==> config.mk <==
export PLATFORM = sky130hd
export DESIGN_NAME = ram_arbiter_flat
export DESIGN_NICKNAME = d
export VERILOG_FILES = /design/src/rtl/ram_arbiter_if.sv /design/src/rtl/ram_arbiter.sv /design/src/flat_wrapper.sv
export SDC_FILE = /design/constraint.sdc
export NUM_CORES = 1
export LEC_CHECK = 0
export CAP_MARGIN = 20
export CORE_AREA = 2 2 116 118
export CTS_BUF_LIST = sky130_fd_sc_hd__clkbuf_2 sky130_fd_sc_hd__clkbuf_4 sky130_fd_sc_hd__clkbuf_8
export DETAILED_ROUTE_END_ITERATION = 10
export DIE_AREA = 0 0 118 120
export DONT_BUFFER_PORTS = 1
export PLACE_DENSITY = 0.3
export SLEW_MARGIN = 20
export SYNTH_ARGS = -nofsm -noshare
export SYNTH_HDL_FRONTEND = slang
export SYNTH_SLANG_ARGS = --single-unit
==> constraint.sdc <==
create_clock -name clk -period 2.6 [get_ports clk]
set_clock_uncertainty 0.1 [all_clocks]
set_input_delay 0.39 -clock clk [delete_from_list [all_inputs] [get_ports clk]]
set_output_delay 0.39 -clock clk [all_outputs]
set_load 0.03 [all_outputs]
==> src/rtl/ram_arbiter_if.sv <==
// ram_arbiter_if: bundles the two master request/response channels and the
// RAM slave channel shared by ram_arbiter.
//   master 0/1 : req, write, addr, wdata in; gnt, rvalid, rdata out
//   RAM slave  : ramaddr, ramwdata, ramenw out; ramrdata in
// Modports:
//   slave  - the arbiter's view (it serves the masters and drives the RAM)
//   master - the environment's view (masters plus RAM model)
interface ram_arbiter_if #(
  parameter int WIDTH = 32
);
  logic             req0;
  logic             write0;
  logic [WIDTH-1:0] addr0;
  logic [WIDTH-1:0] wdata0;
  logic             gnt0;
  logic             rvalid0;
  logic [WIDTH-1:0] rdata0;

  logic             req1;
  logic             write1;
  logic [WIDTH-1:0] addr1;
  logic [WIDTH-1:0] wdata1;
  logic             gnt1;
  logic             rvalid1;
  logic [WIDTH-1:0] rdata1;

  logic [WIDTH-1:0] ramaddr;
  logic [WIDTH-1:0] ramwdata;
  logic             ramenw;
  logic [WIDTH-1:0] ramrdata;

  modport slave (
    input  req0, write0, addr0, wdata0,
    input  req1, write1, addr1, wdata1,
    input  ramrdata,
    output gnt0, rvalid0, rdata0,
    output gnt1, rvalid1, rdata1,
    output ramaddr, ramwdata, ramenw
  );

  modport master (
    output req0, write0, addr0, wdata0,
    output req1, write1, addr1, wdata1,
    output ramrdata,
    input  gnt0, rvalid0, rdata0,
    input  gnt1, rvalid1, rdata1,
    input  ramaddr, ramwdata, ramenw
  );
endinterface

==> src/rtl/ram_arbiter.sv <==
// ram_arbiter: round-robin arbiter sharing one single-port synchronous RAM
// between master 0 (core data port) and master 1 (DMA/staging engine).
// Grants are combinational; read data returns one cycle after the grant.
// A master keeps the RAM for up to MAXBURST consecutive grants while the
// other master is also requesting.
//   clk  - clkcore domain clock
//   nrst - asynchronous active-low reset
//   bus  - master channels and RAM channel (ram_arbiter_if.slave)
module ram_arbiter #(
  parameter int WIDTH    = 32,
  parameter int MAXBURST = 8
) (
  input  logic          clk,
  input  logic          nrst,
  ram_arbiter_if.slave  bus
);

  localparam logic [7:0] MAX_BURST_C = 8'(MAXBURST);

  logic       last_q, last_d;     // most recently granted master
  logic [7:0] cnt_q, cnt_d;       // consecutive grants to last_q
  logic       rvalid0_q, rvalid0_d;
  logic       rvalid1_q, rvalid1_d;

  logic gnt0, gnt1;
  logic tie_to_m1;

  // Grant decision.
  // NOTE: every signal written in this block is defaulted first so that no
  // path leaves it unassigned and no latch is inferred.
  always_comb begin
    gnt0      = 1'b0;
    gnt1      = 1'b0;
    tie_to_m1 = 1'b0;
    // NOTE: grants are combinational, so reset must gate them directly;
    // the flops alone would not silence the outputs while nrst is low.
    if (nrst) begin
      if (bus.req0 && bus.req1) begin
        // cnt = 0 means no burst is open, so the tie goes to the other
        // master; an exhausted burst also hands over.
        if (cnt_q == 8'd0 || cnt_q >= MAX_BURST_C) begin
          tie_to_m1 = ~last_q;
        end else begin
          tie_to_m1 = last_q;
        end
        gnt0 = ~tie_to_m1;
        gnt1 = tie_to_m1;
      end else begin
        gnt0 = bus.req0;
        gnt1 = bus.req1;
      end
    end
  end

  // Burst bookkeeping and read-return tracking.
  always_comb begin
    last_d    = last_q;
    cnt_d     = 8'd0;
    rvalid0_d = gnt0 & ~bus.write0;
    rvalid1_d = gnt1 & ~bus.write1;
    if (gnt0 || gnt1) begin
      if (gnt1 == last_q) begin
        cnt_d = (cnt_q == 8'hFF) ? cnt_q : cnt_q + 8'd1;
      end else begin
        last_d = gnt1;
        cnt_d  = 8'd1;
      end
    end
  end

  // NOTE: sequential state uses non-blocking assignments so every flop
  // samples the pre-edge values regardless of statement order.
  always_ff @(posedge clk or negedge nrst) begin
    if (!nrst) begin
      last_q    <= 1'b1;  // master 0 wins the first tie
      cnt_q     <= 8'd0;
      rvalid0_q <= 1'b0;
      rvalid1_q <= 1'b0;
    end else begin
      last_q    <= last_d;
      cnt_q     <= cnt_d;
      rvalid0_q <= rvalid0_d;
      rvalid1_q <= rvalid1_d;
    end
  end

  // RAM mux: idle bus is driven to zero.
  always_comb begin
    bus.ramaddr  = '0;
    bus.ramwdata = '0;
    bus.ramenw   = 1'b0;
    if (gnt0) begin
      bus.ramaddr  = bus.addr0;
      bus.ramwdata = bus.wdata0;
      bus.ramenw   = bus.write0;
    end else if (gnt1) begin
      bus.ramaddr  = bus.addr1;
      bus.ramwdata = bus.wdata1;
      bus.ramenw   = bus.write1;
    end
  end

  assign bus.gnt0    = gnt0;
  assign bus.gnt1    = gnt1;
  assign bus.rvalid0 = rvalid0_q;
  assign bus.rvalid1 = rvalid1_q;
  assign bus.rdata0  = rvalid0_q ? bus.ramrdata : '0;
  assign bus.rdata1  = rvalid1_q ? bus.ramrdata : '0;

endmodule

==> src/flat_wrapper.sv <==
// flat-port wrapper written by rule: the top's interface ports become plain ports
module ram_arbiter_flat 
#(
  parameter int WIDTH    = 32,
  parameter int MAXBURST = 8
)
  (clk, nrst, bus_req0, bus_write0, bus_addr0, bus_wdata0, bus_req1, bus_write1, bus_addr1, bus_wdata1, bus_ramrdata, bus_gnt0, bus_rvalid0, bus_rdata0, bus_gnt1, bus_rvalid1, bus_rdata1, bus_ramaddr, bus_ramwdata, bus_ramenw);
  ram_arbiter_if #(.WIDTH(WIDTH)) bus_i ();
  input  logic clk;
  input  logic nrst;
  input wire logic [$bits(bus_i.req0)-1:0] bus_req0;
  input wire logic [$bits(bus_i.write0)-1:0] bus_write0;
  input wire logic [$bits(bus_i.addr0)-1:0] bus_addr0;
  input wire logic [$bits(bus_i.wdata0)-1:0] bus_wdata0;
  input wire logic [$bits(bus_i.req1)-1:0] bus_req1;
  input wire logic [$bits(bus_i.write1)-1:0] bus_write1;
  input wire logic [$bits(bus_i.addr1)-1:0] bus_addr1;
  input wire logic [$bits(bus_i.wdata1)-1:0] bus_wdata1;
  input wire logic [$bits(bus_i.ramrdata)-1:0] bus_ramrdata;
  output wire logic [$bits(bus_i.gnt0)-1:0] bus_gnt0;
  output wire logic [$bits(bus_i.rvalid0)-1:0] bus_rvalid0;
  output wire logic [$bits(bus_i.rdata0)-1:0] bus_rdata0;
  output wire logic [$bits(bus_i.gnt1)-1:0] bus_gnt1;
  output wire logic [$bits(bus_i.rvalid1)-1:0] bus_rvalid1;
  output wire logic [$bits(bus_i.rdata1)-1:0] bus_rdata1;
  output wire logic [$bits(bus_i.ramaddr)-1:0] bus_ramaddr;
  output wire logic [$bits(bus_i.ramwdata)-1:0] bus_ramwdata;
  output wire logic [$bits(bus_i.ramenw)-1:0] bus_ramenw;
  assign bus_i.req0 = bus_req0;
  assign bus_i.write0 = bus_write0;
  assign bus_i.addr0 = bus_addr0;
  assign bus_i.wdata0 = bus_wdata0;
  assign bus_i.req1 = bus_req1;
  assign bus_i.write1 = bus_write1;
  assign bus_i.addr1 = bus_addr1;
  assign bus_i.wdata1 = bus_wdata1;
  assign bus_i.ramrdata = bus_ramrdata;
  assign bus_gnt0 = bus_i.gnt0;
  assign bus_rvalid0 = bus_i.rvalid0;
  assign bus_rdata0 = bus_i.rdata0;
  assign bus_gnt1 = bus_i.gnt1;
  assign bus_rvalid1 = bus_i.rvalid1;
  assign bus_rdata1 = bus_i.rdata1;
  assign bus_ramaddr = bus_i.ramaddr;
  assign bus_ramwdata = bus_i.ramwdata;
  assign bus_ramenw = bus_i.ramenw;
  ram_arbiter #(.WIDTH(WIDTH), .MAXBURST(MAXBURST)) u_core (.clk(clk), .nrst(nrst), .bus(bus_i));
endmodule
==> impl_metrics.csv, run 1 <==
group,metric,value,unit
clocking,clock_tree.htree_level_count,1,
worst_setup_path,reg2reg_to,"u_core.cnt_q[7]$_DFFE_PN0P_",
worst_setup_path,reg2reg_setup_slack,630,ps
placed_design,place_congestion,0.846,
yosys,async_reset_ff_share,100,%
yosys,synth_seq_cells,11,
global_routing,vias_in_the_first_global_route,1918,
worst_setup_path,setup.worst_path.end_class,"output pin",
timing,fmax,364,MHz
timing,worst-slew-pin-transition,779,ps
worst_setup_path,critical_path.startpoint_type,"register",
clocking,clk_pin_slew_worst_paths,50,ps
yosys,synth_largest_type_area_fraction,32.1,%
yosys,synth_warnings,0,
floorplan,die_area,14200,sq um
yosys,syn_nets,388,
clocking,cts_max_path_buffers,2,
yosys,yosys.area.top_type,"sky130_fd_sc_hd__a22o_1",
global_routing,globalRouteTotalUtil,11.5,%
detailed_routing,drt_iter0_drc,127,
yosys,syn-instance-count,220,
yosys,yosysUniqueCellTypes,35,
timing,finalSetupViolations,65,
clocking,insertion_delay,240,ps
final_layout,number_of_nets_in_the_final_layout,464,
detailed_routing,firstDrtPassIters,4,
global_routing,grt_pass1_wl,12600,microns
floorplan,initial_utilization,13.7,%
placed_design,half_perimeter_wire_length_of_the_detailed_placement_result,7640,microns
floorplan,die_height,120,microns
detailed_routing,wire_per_inst,22.0,microns
placed_design,portBuffers,0,
timing,maxSlewViolCount,0,
flow_run,maxCapViolCount,0,
timing,worst_slew_margin_rel,48.1,%
floorplan,row_count,42,
global_routing,grt_start_max_net_pins,46,
worst_setup_path,r2r_cells,4,
clocking,clk_root_buffer_cell,"sky130_fd_sc_hd__clkbuf_8",
placed_design,placed_cells_incl_taps,454,
detailed_routing,detail_route.drc_violations,0,
global_routing,total_grt_overflow,0,
hold_path,hold_crit_path_type,"in2reg",
final_layout,synth_to_layout_area_growth,96.2,%
floorplan,core,13000,sq um
worst_setup_path,cp.required,2110,ps
pwr,ir_drop,249,uV
final_layout,utilization,26.8,%
timing,final.setup.worst_slack,-145,ps
outcome,failed_checks,"setup timing",
floorplan,io-pin-count,299,
pwr,power_per_cell_area,480,nW/um^2
clocking,clock-sinks,11,
hold_path,hold_start,"bus_write1",
global_routing,antenna_found_initial,0,
timing,final.min_clock_period,2750,ps
detailed_routing,vias,2180,
final_layout,instances_no_fill,471,
worst_setup_path,ff_to_ff_start,"u_core.cnt_q[3]$_DFFE_PN0P_",
worst_setup_path,crit_type,"reg2out",
hold_path,min_delay_path_depth,1,
timing,final.period_utilization,106,%
outcome,outcome,"finished with violations",
detailed_routing,drt-vias-per-instance,4.63,
clocking,tritoncts,"yes",
detailed_routing,ant_nets,0,
timing,rsz0062_at_grt,"yes",
detailed_routing,postRouteWirelength,10400,microns
yosys,seq_area_frac_synth,15.6,%
floorplan,horizontal_extent_of_the_die,118,microns
final_layout,post_route_cells_drive_above_1_share,40.7,%
hold_path,hold_path_end,"u_core.bus.rvalid1$_DFF_PN0_",
worst_setup_path,largest_fanout_of_any_net_on_the_critical_path,22,
pwr,total_leakage_power,1.49,nW
worst_setup_path,critical_path_arrival,2260,ps
clocking,numCtsBuffers,3,
yosys,yosys-top-cells-area,"sky130_fd_sc_hd__a22o_1, sky130_fd_sc_hd__and2_1, sky130_fd_sc_hd__dfrtp_1",
timing,timing.final.hold_violations,0,
yosys,post_synth.cell_area_avg,8.06,sq um
yosys,post_synthesis_instance_area,1770,sq um
final_layout,n_antenna_cell,0,
yosys,number_of_enable_type_register_cells_in_the_synthesized_netlist,0,
yosys,synth_flop_cell,"sky130_fd_sc_hd__dfrtp_1",
## through the flow
stage / hold WS (ps) / power [mW] / setup TNS, ps / worst slack [ps] / area, sq um
2_1_floorplan: -5.59 / 0.838 / 0 / 169 / 1770
3_3_place_gp: -5.08 / 1.30 / 0 / 105 / 2940
3_5_place_dp: -5.09 / 1.30 / 0 / 74.4 / 2940
4_1_cts: 132 / 1.57 / -4390 / -106 / 3220
5_1_grt: 123 / 1.74 / -11540 / -229 / 3480
6_report: 131 / 1.67 / -6210 / -145 / 3480
## final cells by class
type                    instances  area (sq um)
well taps                     176           220
clock buffers                   4          48.8
flip-flops and latches         11           277
multi-input cells             183          1520
repair buffers                 92          1390
fillers                      1362          9500
inverters                       5          18.8
## power by group
group / switching [mW] / leakage [nW] / internal [mW]
logic: 0.665 / 1.32 / 0.603
clock network: 0.0688 / 0.0262 / 0.118
registers: 0.0238 / 0.148 / 0.188
total: 0.758 / 1.49 / 0.910
## worst max path at each step
stage	startpoint	end	slack [ps]	cells past startpoint
floorplan	u_core.cnt_q[3]$_DFFE_PN0P_	bus_ramaddr[13]	170	6
global placement	u_core.cnt_q[3]$_DFFE_PN0P_	bus_ramwdata[10]	110	6
detailed placement	u_core.cnt_q[3]$_DFFE_PN0P_	bus_ramwdata[19]	70	6
CTS	u_core.cnt_q[3]$_DFFE_PN0P_	bus_ramaddr[13]	-110	6
global route	u_core.cnt_q[5]$_DFFE_PN0P_	bus_ramenw	-230	8
finish	u_core.cnt_q[3]$_DFFE_PN0P_	bus_ramaddr[19]	-150	7
## cells by family after synthesis
| logic type | after synthesis | share of synthesized area (%) |
|---|---|---|
| simple gates | 94 | 34.4 |
| compound gates | 81 | 37.8 |
| buf+inv | 26 | 7.69 |
| flops | 11 | 15.6 |
| xor+xnor | 4 | 1.98 |
| mux | 2 | 1.13 |
| fa+ha+maj | 2 | 1.41 |
## metal layers
metal / GRT usage, % / part of all wire, %
met1: 14.1 / 39
met2: 19.6 / 52
met3: 3.94 / 7.1
met4: 2.18 / 1.8
met5: 0 / 0
## synthesized netlist by cell type, drive strengths merged, types with 2 or more instances
cell type	n
a22o	65
and2	64
buf	13
dfrtp	10
clkbuf	8
a21oi	6
inv	5
nand2	5
nor3	5
nor4	5
a31oi	3
nand2b	3
nand3	3
a211oi	2
ha	2
mux2i	2
nand4	2
nor2	2
o21ai	2
xnor2	2
xor2	2
## registers in the layout (all words and copies together), names as in the netlist
register            flops
u_core.bus.rvalid0      1
u_core.cnt_q            8
u_core.last_q           1
u_core.bus.rvalid1      1
## timing repair
item | 4_1_cts | 5_1_grt
pin swaps | 2 | 5
hold buffers | 1 | 0
hold endpoints to repair | 11 | 0
gates cloned | 0 | 8
resized for setup | 37 | 20
buffers inserted | 0 | 4
setup endpoints to repair | 65 | 65
## critical path, stage by stage, from the launching register on
cell	delay, ps
sky130_fd_sc_hd__dfrtp_1	390
sky130_fd_sc_hd__or4_4	580
sky130_fd_sc_hd__nor4_4	230
sky130_fd_sc_hd__nor3_4	70
sky130_fd_sc_hd__buf_6	150
sky130_fd_sc_hd__buf_12	160
sky130_fd_sc_hd__a22o_1	280
sky130_fd_sc_hd__buf_12	150
## cell usage in the layout, fill, tap and decap left out, types with 4 or more instances in the layout
master                      Yosys  layout
sky130_fd_sc_hd__buf_12         0      39
sky130_fd_sc_hd__and2_1        64      64
sky130_fd_sc_hd__clkbuf_16      0       4
sky130_fd_sc_hd__buf_6          2      37
sky130_fd_sc_hd__a22o_4         0      17
sky130_fd_sc_hd__a21oi_1        6       6
sky130_fd_sc_hd__nand2_1        5       5
sky130_fd_sc_hd__a22o_1        65      48
sky130_fd_sc_hd__inv_1          5       5
sky130_fd_sc_hd__dfrtp_1       10      10
sky130_fd_sc_hd__buf_4          4      11
(Power assumes the default switching activity.)
==> inputs of run 2 (changes only) <==
--- a/config.mk
+++ b/config.mk
@@ -11,7 +11,7 @@
 export DETAILED_ROUTE_END_ITERATION = 10
 export DIE_AREA = 0 0 118 120
 export DONT_BUFFER_PORTS = 1
-export PLACE_DENSITY = 0.3
+export PLACE_DENSITY_LB_ADDON = 0.2
 export SLEW_MARGIN = 20
 export SYNTH_ARGS = -nofsm -noshare
 export SYNTH_HDL_FRONTEND = slang
==> run 2 against run 1 <==
  * The flow still finishes with violations (setup timing)
  * Critical path type unchanged
  * Total power shrank 0.73%
  * Sequential cell count is the same
  * Highest routed layer is now met3
  * Wire length shrank 4.8%
==> impl_metrics.csv, run 2 (synthesized netlist as in run 1, its figures left out) <==
group,metric,value,unit
timing,worst-slew-pin-transition,741,ps
hold_path,hold_start,"bus_write0",
outcome,outcome,"finished with violations",
detailed_routing,vias,2155,
clocking,insertion_delay,240,ps
global_routing,total_grt_overflow,0,
floorplan,initial_utilization,13.7,%
clocking,clk_root_buffer_cell,"sky130_fd_sc_hd__clkbuf_8",
detailed_routing,firstDrtPassIters,4,
clocking,cts_max_path_buffers,2,
worst_setup_path,crit_type,"reg2out",
clocking,clk_pin_slew_worst_paths,50,ps
timing,final.min_clock_period,2710,ps
floorplan,io-pin-count,299,
worst_setup_path,critical-path-slowest-cell,"sky130_fd_sc_hd__or4_4",
floorplan,core,13000,sq um
final_layout,multi_input_comb_area,1450,sq um
outcome,failed_checks,"setup timing",
worst_setup_path,setup.worst_path.end_class,"output pin",
clocking,clock_tree.htree_level_count,1,
worst_setup_path,critical_path_arrival,2220,ps
global_routing,vias_in_the_first_global_route,1917,
final_layout,layout.filler_cells,1356,
clocking,numCtsBuffers,3,
timing,worst_slew_margin_rel,50.6,%
final_layout,post_route_cells_drive_above_1_share,36.8,%
clocking,clock-sinks,11,
hold_path,hold_crit_path_type,"in2reg",
placed_design,portBuffers,0,
detailed_routing,postRouteWirelength,9860,microns
worst_setup_path,critical_path.startpoint_type,"register",
timing,fmax,369,MHz
pwr,ir_drop,369,uV
timing,rsz0062_at_grt,"yes",
floorplan,die_area,14200,sq um
placed_design,half_perimeter_wire_length_of_the_detailed_placement_result,7500,microns
pwr,power_per_cell_area,481,nW/um^2
final_layout,number_of_nets_in_the_final_layout,460,
final_layout,registers.top_by_ff_count,"u_core.cnt_q",
final_layout,utilization,26.5,%
detailed_routing,ant_nets,0,
worst_setup_path,cp.required,2110,ps
placed_design,place_congestion,0.750,
global_routing,globalRouteTotalUtil,11.2,%
worst_setup_path,worst_path_largest_cell_delay,590,ps
global_routing,grt_pass1_wl,12400,microns
clocking,tritoncts,"yes",
floorplan,die_height,120,microns
detailed_routing,detail_route.drc_violations,0,
worst_setup_path,largest_fanout_of_any_net_on_the_critical_path,52,
worst_setup_path,path_cells,"or4_4 > nor4_4 > nor3_4 > buf_12 > a22o_1 > buf_12",
pwr,post-layout-total-power,1.66,mW
timing,maxSlewViolCount,0,
worst_setup_path,ff_to_ff_start,"u_core.cnt_q[3]$_DFFE_PN0P_",
pwr,total_leakage_power,1.44,nW
flow_run,maxCapViolCount,0,
timing,finalSetupViolations,65,
timing,setup_total_negative_slack,-4890,ps
detailed_routing,wire_per_inst,21.1,microns
final_layout,synth_to_layout_area_growth,94.2,%
final_layout,final-seq-area,277,sq um
timing,final.period_utilization,104,%
worst_setup_path,reg2reg_setup_slack,570,ps
global_routing,grt_start_max_net_pins,53,
floorplan,row_count,42,
worst_setup_path,cp-startpoint,"u_core.cnt_q[3]$_DFFE_PN0P_",
timing,fin_hold_ws,119,ps
final_layout,layout.cells.most_common_list,"sky130_fd_sc_hd__and2_1, sky130_fd_sc_hd__a22o_1, sky130_fd_sc_hd__buf_12, sky130_fd_sc_hd__buf_6, sky130_fd_sc_hd__buf_4",
floorplan,horizontal_extent_of_the_die,118,microns
final_layout,largest_register_ff_count,8,
worst_setup_path,cp_common_cell,"sky130_fd_sc_hd__buf_12",
global_routing,antenna_found_initial,1,
final_layout,final_common_cell,"sky130_fd_sc_hd__and2_1",
detailed_routing,drt-vias-per-instance,4.60,
timing,final.setup.worst_slack,-110,ps
detailed_routing,drt_iter0_drc,116,
timing,timing.final.hold_violations,0,
run 2: cell count changes in the layout (fill, tap and decap cells not counted):
cell | before | now
sky130_fd_sc_hd__clkbuf_16 | 4 | 2
sky130_fd_sc_hd__a22o_4 | 17 | 8
sky130_fd_sc_hd__buf_6 | 37 | 20
sky130_fd_sc_hd__buf_16 | 0 | 1
sky130_fd_sc_hd__buf_12 | 39 | 51
sky130_fd_sc_hd__a22o_1 | 48 | 57
sky130_fd_sc_hd__buf_4 | 11 | 13
sky130_fd_sc_hd__diode_2 | 0 | 1
run 2: layer usage:
metal	vias up	routed length (microns)	track usage [%]
li1	975	-	-
met2	125	4980	18.5
met4	0	0	0.452
met3	0	847	4.18
met1	1055	4030	14.7
met5	-	0	0
run 2: power by group:
group / internal (mW) / total (mW) / switching (mW)
clock network: 0.118 / 0.183 / 0.0651
logic: 0.610 / 1.26 / 0.652
registers: 0.188 / 0.211 / 0.0226
total: 0.916 / 1.66 / 0.739
run 2: critical path, delay by kind of cell (launching register included):
family	cells	cell delay, ps
AO/OA/AOI/OAI	1	310
buffers and inverters	2	340
flip-flops	1	390
AND/OR/NAND/NOR	3	910
run 2: area by class of cell:
type | count | area share, %
Multi-Input combinational cell | 183 | 42.0
Timing Repair Buffer | 88 | 41.6
Sequential cell | 11 | 8.03
Tap cell | 176 | 6.40
Clock buffer | 4 | 1.42
Inverter | 5 | 0.545
Antenna cell | 1 | 0.0727
run 2: what timing repair did:
item,in CTS,in global routing
pin swaps,2,0
cloned,1,4
setup buffers,3,0
hold buffers,1,0
gates resized for setup,3,28
endpoints found under the hold margin,11,0
setup endpoints to repair,65,67
run 2: per-stage QoR:
step | setup WS, ps | area (sq um) | instances
final | -110 | 3440 | 468
after global routing | -201 | 3440 | 468
after CTS | -118 | 3230 | 463
after detailed placement | 108 | 3110 | 454
after global placement | 116 | 3110 | 454
after floorplan | 169 | 1770 | 220
run 2: worst paths after layout:
path	cells after the start	endpoint
setup reg to reg	4	u_core.cnt_q[7]$_DFFE_PN0P_
min in group asynchronous	1	u_core.cnt_q[3]$_DFFE_PN0P_
setup / recovery	6	bus_ramaddr[25]
hold / removal	1	u_core.bus.rvalid0$_DFF_PN0_
max in group asynchronous	1	u_core.last_q$_DFFE_PN1P_
hold reg to reg	2	u_core.cnt_q[0]$_DFFE_PN0P_
==> inputs of run 3 (changes only) <==
--- a/config.mk
+++ b/config.mk
@@ -6,6 +6,8 @@
 export NUM_CORES = 1
 export LEC_CHECK = 0
 export CAP_MARGIN = 20
+export CELL_PAD_IN_SITES_DETAIL_PLACEMENT = 1
+export CELL_PAD_IN_SITES_GLOBAL_PLACEMENT = 1
 export CORE_AREA = 2 2 116 118
 export CTS_BUF_LIST = sky130_fd_sc_hd__clkbuf_2 sky130_fd_sc_hd__clkbuf_4 sky130_fd_sc_hd__clkbuf_8
 export DETAILED_ROUTE_END_ITERATION = 10
==> run 3 against run 2 <==
  * Worst hold slack better by 4.2 ps
  * The flow still finishes with violations (setup timing)
  * Setup slack worse by 14 ps
  * Design area is 1.5% lower
  * Wire length is 1.6% higher
  * Critical path type unchanged
  * Final cell count is 0.64% lower
  * Sequential cell count stayed put
  * Global-route usage is 0.62 points higher
  * Die area stayed put
  * Sequential share of layout area is 0.12 points higher
  * Sequential power hardly changed
  * Highest routed layer is now met4
  * First-iteration DRC count is 36% lower
==> impl_metrics.csv, run 3 (synthesized netlist as in run 1, its figures left out) <==
group,metric,value,unit
pwr,power_per_cell_area,484,nW/um^2
clocking,clk_pin_slew_worst_paths,50,ps
clocking,cts_max_path_buffers,2,
timing,maxSlewViolCount,0,
final_layout,multi_input_comb_area,1430,sq um
worst_setup_path,reg2reg_to,"u_core.cnt_q[6]$_DFFE_PN0P_",
worst_setup_path,setup.worst_path.end_class,"output pin",
placed_design,portBuffers,0,
final_layout,number_of_nets_in_the_final_layout,458,
floorplan,initial_utilization,13.7,%
timing,finalSetupViolations,65,
global_routing,global_route.peak_usage_layer,"met2",
worst_setup_path,end_of_the_critical_path,"bus_ramwdata[30]",
final_layout,final_design_area_no_fill,3390,sq um
outcome,failed_checks,"setup timing",
floorplan,row_count,42,
detailed_routing,postRouteWirelength,10000,microns
detailed_routing,wire_per_inst,21.6,microns
floorplan,die_area,14200,sq um
final_layout,n_antenna_cell,0,
worst_setup_path,cp-startpoint,"u_core.cnt_q[3]$_DFFE_PN0P_",
worst_setup_path,critical_path_arrival,2230,ps
final_layout,registers.top_by_ff_count,"u_core.cnt_q",
timing,fmax,367,MHz
final_layout,layout.cells.most_common_list,"sky130_fd_sc_hd__and2_1, sky130_fd_sc_hd__a22o_1, sky130_fd_sc_hd__buf_12, sky130_fd_sc_hd__buf_4, sky130_fd_sc_hd__dfrtp_1",
detailed_routing,drt_iter0_drc,74,
worst_setup_path,critical_path.startpoint_type,"register",
global_routing,antenna_found_initial,0,
hold_path,hold_start,"bus_write0",
timing,fin_hold_ws,124,ps
pwr,total_leakage_power,1.42,nW
worst_setup_path,reg2reg_setup_slack,560,ps
worst_setup_path,crit_type,"reg2out",
timing,setup_total_negative_slack,-6490,ps
floorplan,die_height,120,microns
global_routing,grt.met1_usage,14.9,%
detailed_routing,firstDrtPassIters,4,
timing,final.period_utilization,105,%
clocking,tritoncts,"yes",
global_routing,total_grt_overflow,0,
global_routing,grt.met2_usage,21.5,%
final_layout,largest_register_ff_count,8,
detailed_routing,detail_route.drc_violations,0,
worst_setup_path,cp.required,2110,ps
flow_run,maxCapViolCount,0,
final_layout,final-seq-area,277,sq um
final_layout,synth_to_layout_area_growth,91.3,%
pwr,ir_drop,323,uV
hold_path,hold_crit_path_type,"in2reg",
timing,worst_slew_margin_rel,49.0,%
clocking,clock_tree.htree_level_count,1,
worst_setup_path,r2r_cells,4,
worst_setup_path,largest_fanout_of_any_net_on_the_critical_path,13,
clocking,clk_root_buffer_cell,"sky130_fd_sc_hd__clkbuf_8",
placed_design,half_perimeter_wire_length_of_the_detailed_placement_result,8020,microns
global_routing,globalRouteMet3Util,2.76,%
worst_setup_path,ff_to_ff_start,"u_core.cnt_q[3]$_DFFE_PN0P_",
detailed_routing,drt-vias-per-instance,4.68,
final_layout,final_common_cell,"sky130_fd_sc_hd__and2_1",
global_routing,grt_pass1_wl,13300,microns
clocking,clock-sinks,11,
placed_design,detailed_place.area,3150,sq um
timing,timing.final.hold_violations,0,
final_layout,utilization,26.1,%
global_routing,vias_in_the_first_global_route,2018,
final_layout,layout.filler_cells,1489,
detailed_routing,vias,2176,
timing,rsz0062_at_grt,"yes",
clocking,numCtsBuffers,3,
placed_design,place_congestion,0.745,
clocking,insertion_delay,240,ps
detailed_routing,ant_nets,0,
floorplan,io-pin-count,299,
timing,final.setup.worst_slack,-124,ps
pwr,post-layout-total-power,1.64,mW
final_layout,post_route_cells_drive_above_1_share,36.0,%
floorplan,core,13000,sq um
timing,worst-slew-pin-transition,765,ps
outcome,outcome,"finished with violations",
floorplan,horizontal_extent_of_the_die,118,microns
global_routing,globalRouteTotalUtil,11.8,%
timing,final.min_clock_period,2720,ps
global_routing,grt_start_max_net_pins,54,
-- run 3: cell count changes in the layout (fill, tap and decap cells not counted) --
cell,before,now
sky130_fd_sc_hd__buf_6,20,6
sky130_fd_sc_hd__buf_4,13,22
sky130_fd_sc_hd__buf_12,51,55
sky130_fd_sc_hd__a22o_1,57,59
sky130_fd_sc_hd__a22o_4,8,6
sky130_fd_sc_hd__buf_16,1,0
sky130_fd_sc_hd__diode_2,1,0
sky130_fd_sc_hd__nor4_1,3,2
sky130_fd_sc_hd__nor4_2,0,1
-- run 3: cell type report --
cell class                 instances  share of cell area, %
multi-input combinational        183                   42.3
timing repair buffer              86                   41.1
sequential                        11                   8.15
tap                              176                   6.49
clock buffer                       4                   1.44
inverter                           5                  0.553
-- run 3: routing by layer --
layer  part of all wire [%]  up-vias
li1                       -      967
met1                     40     1076
met2                     53      131
met3                    6.5        2
met4                   0.36        0
met5                      0        -
-- run 3: how the worst min path moves through the flow --
| stage | cells after the start | slack (ps) | endpoint |
|---|---|---|---|
| detailed placement | 0 | -5 | u_core.cnt_q[1]$_DFFE_PN0P_ |
| floorplan | 0 | -6 | u_core.bus.rvalid0$_DFF_PN0_ |
| global placement | 0 | -5 | u_core.cnt_q[1]$_DFFE_PN0P_ |
| finish | 1 | 120 | u_core.bus.rvalid0$_DFF_PN0_ |
| CTS | 1 | 120 | u_core.bus.rvalid0$_DFF_PN0_ |
| global route | 1 | 120 | u_core.bus.rvalid0$_DFF_PN0_ |
-- run 3: repair_timing --
item,CTS,global route
setup endpoints to repair,65,67
pin swaps,2,3
buffers inserted,2,2
cloned,0,3
hold buffers,1,0
resized for setup,4,9
hold endpoints to repair,11,0
-- run 3: critical path: stages (launching register included) --
cell	delay, ps
sky130_fd_sc_hd__dfrtp_1	400
sky130_fd_sc_hd__or4_4	590
sky130_fd_sc_hd__nor4_4	230
sky130_fd_sc_hd__nor3_4	70
sky130_fd_sc_hd__buf_12	160
sky130_fd_sc_hd__clkbuf_16	170
sky130_fd_sc_hd__a22o_1	230
sky130_fd_sc_hd__buf_12	140
-- run 3: metrics by stage --
stage / setup WS (ps) / std cells
after floorplan: 169 / 220
after global placement: 75.1 / 453
after detailed placement: 66.2 / 453
after CTS: -108 / 460
after global routing: -203 / 465
final: -124 / 465
-- run 3: where the power goes --
part           switching (mW)  leakage, nW  internal, mW
clock                  0.0677       0.0262         0.118
sequential             0.0232        0.148         0.188
combinational           0.649         1.24         0.597
total                   0.740         1.42         0.904
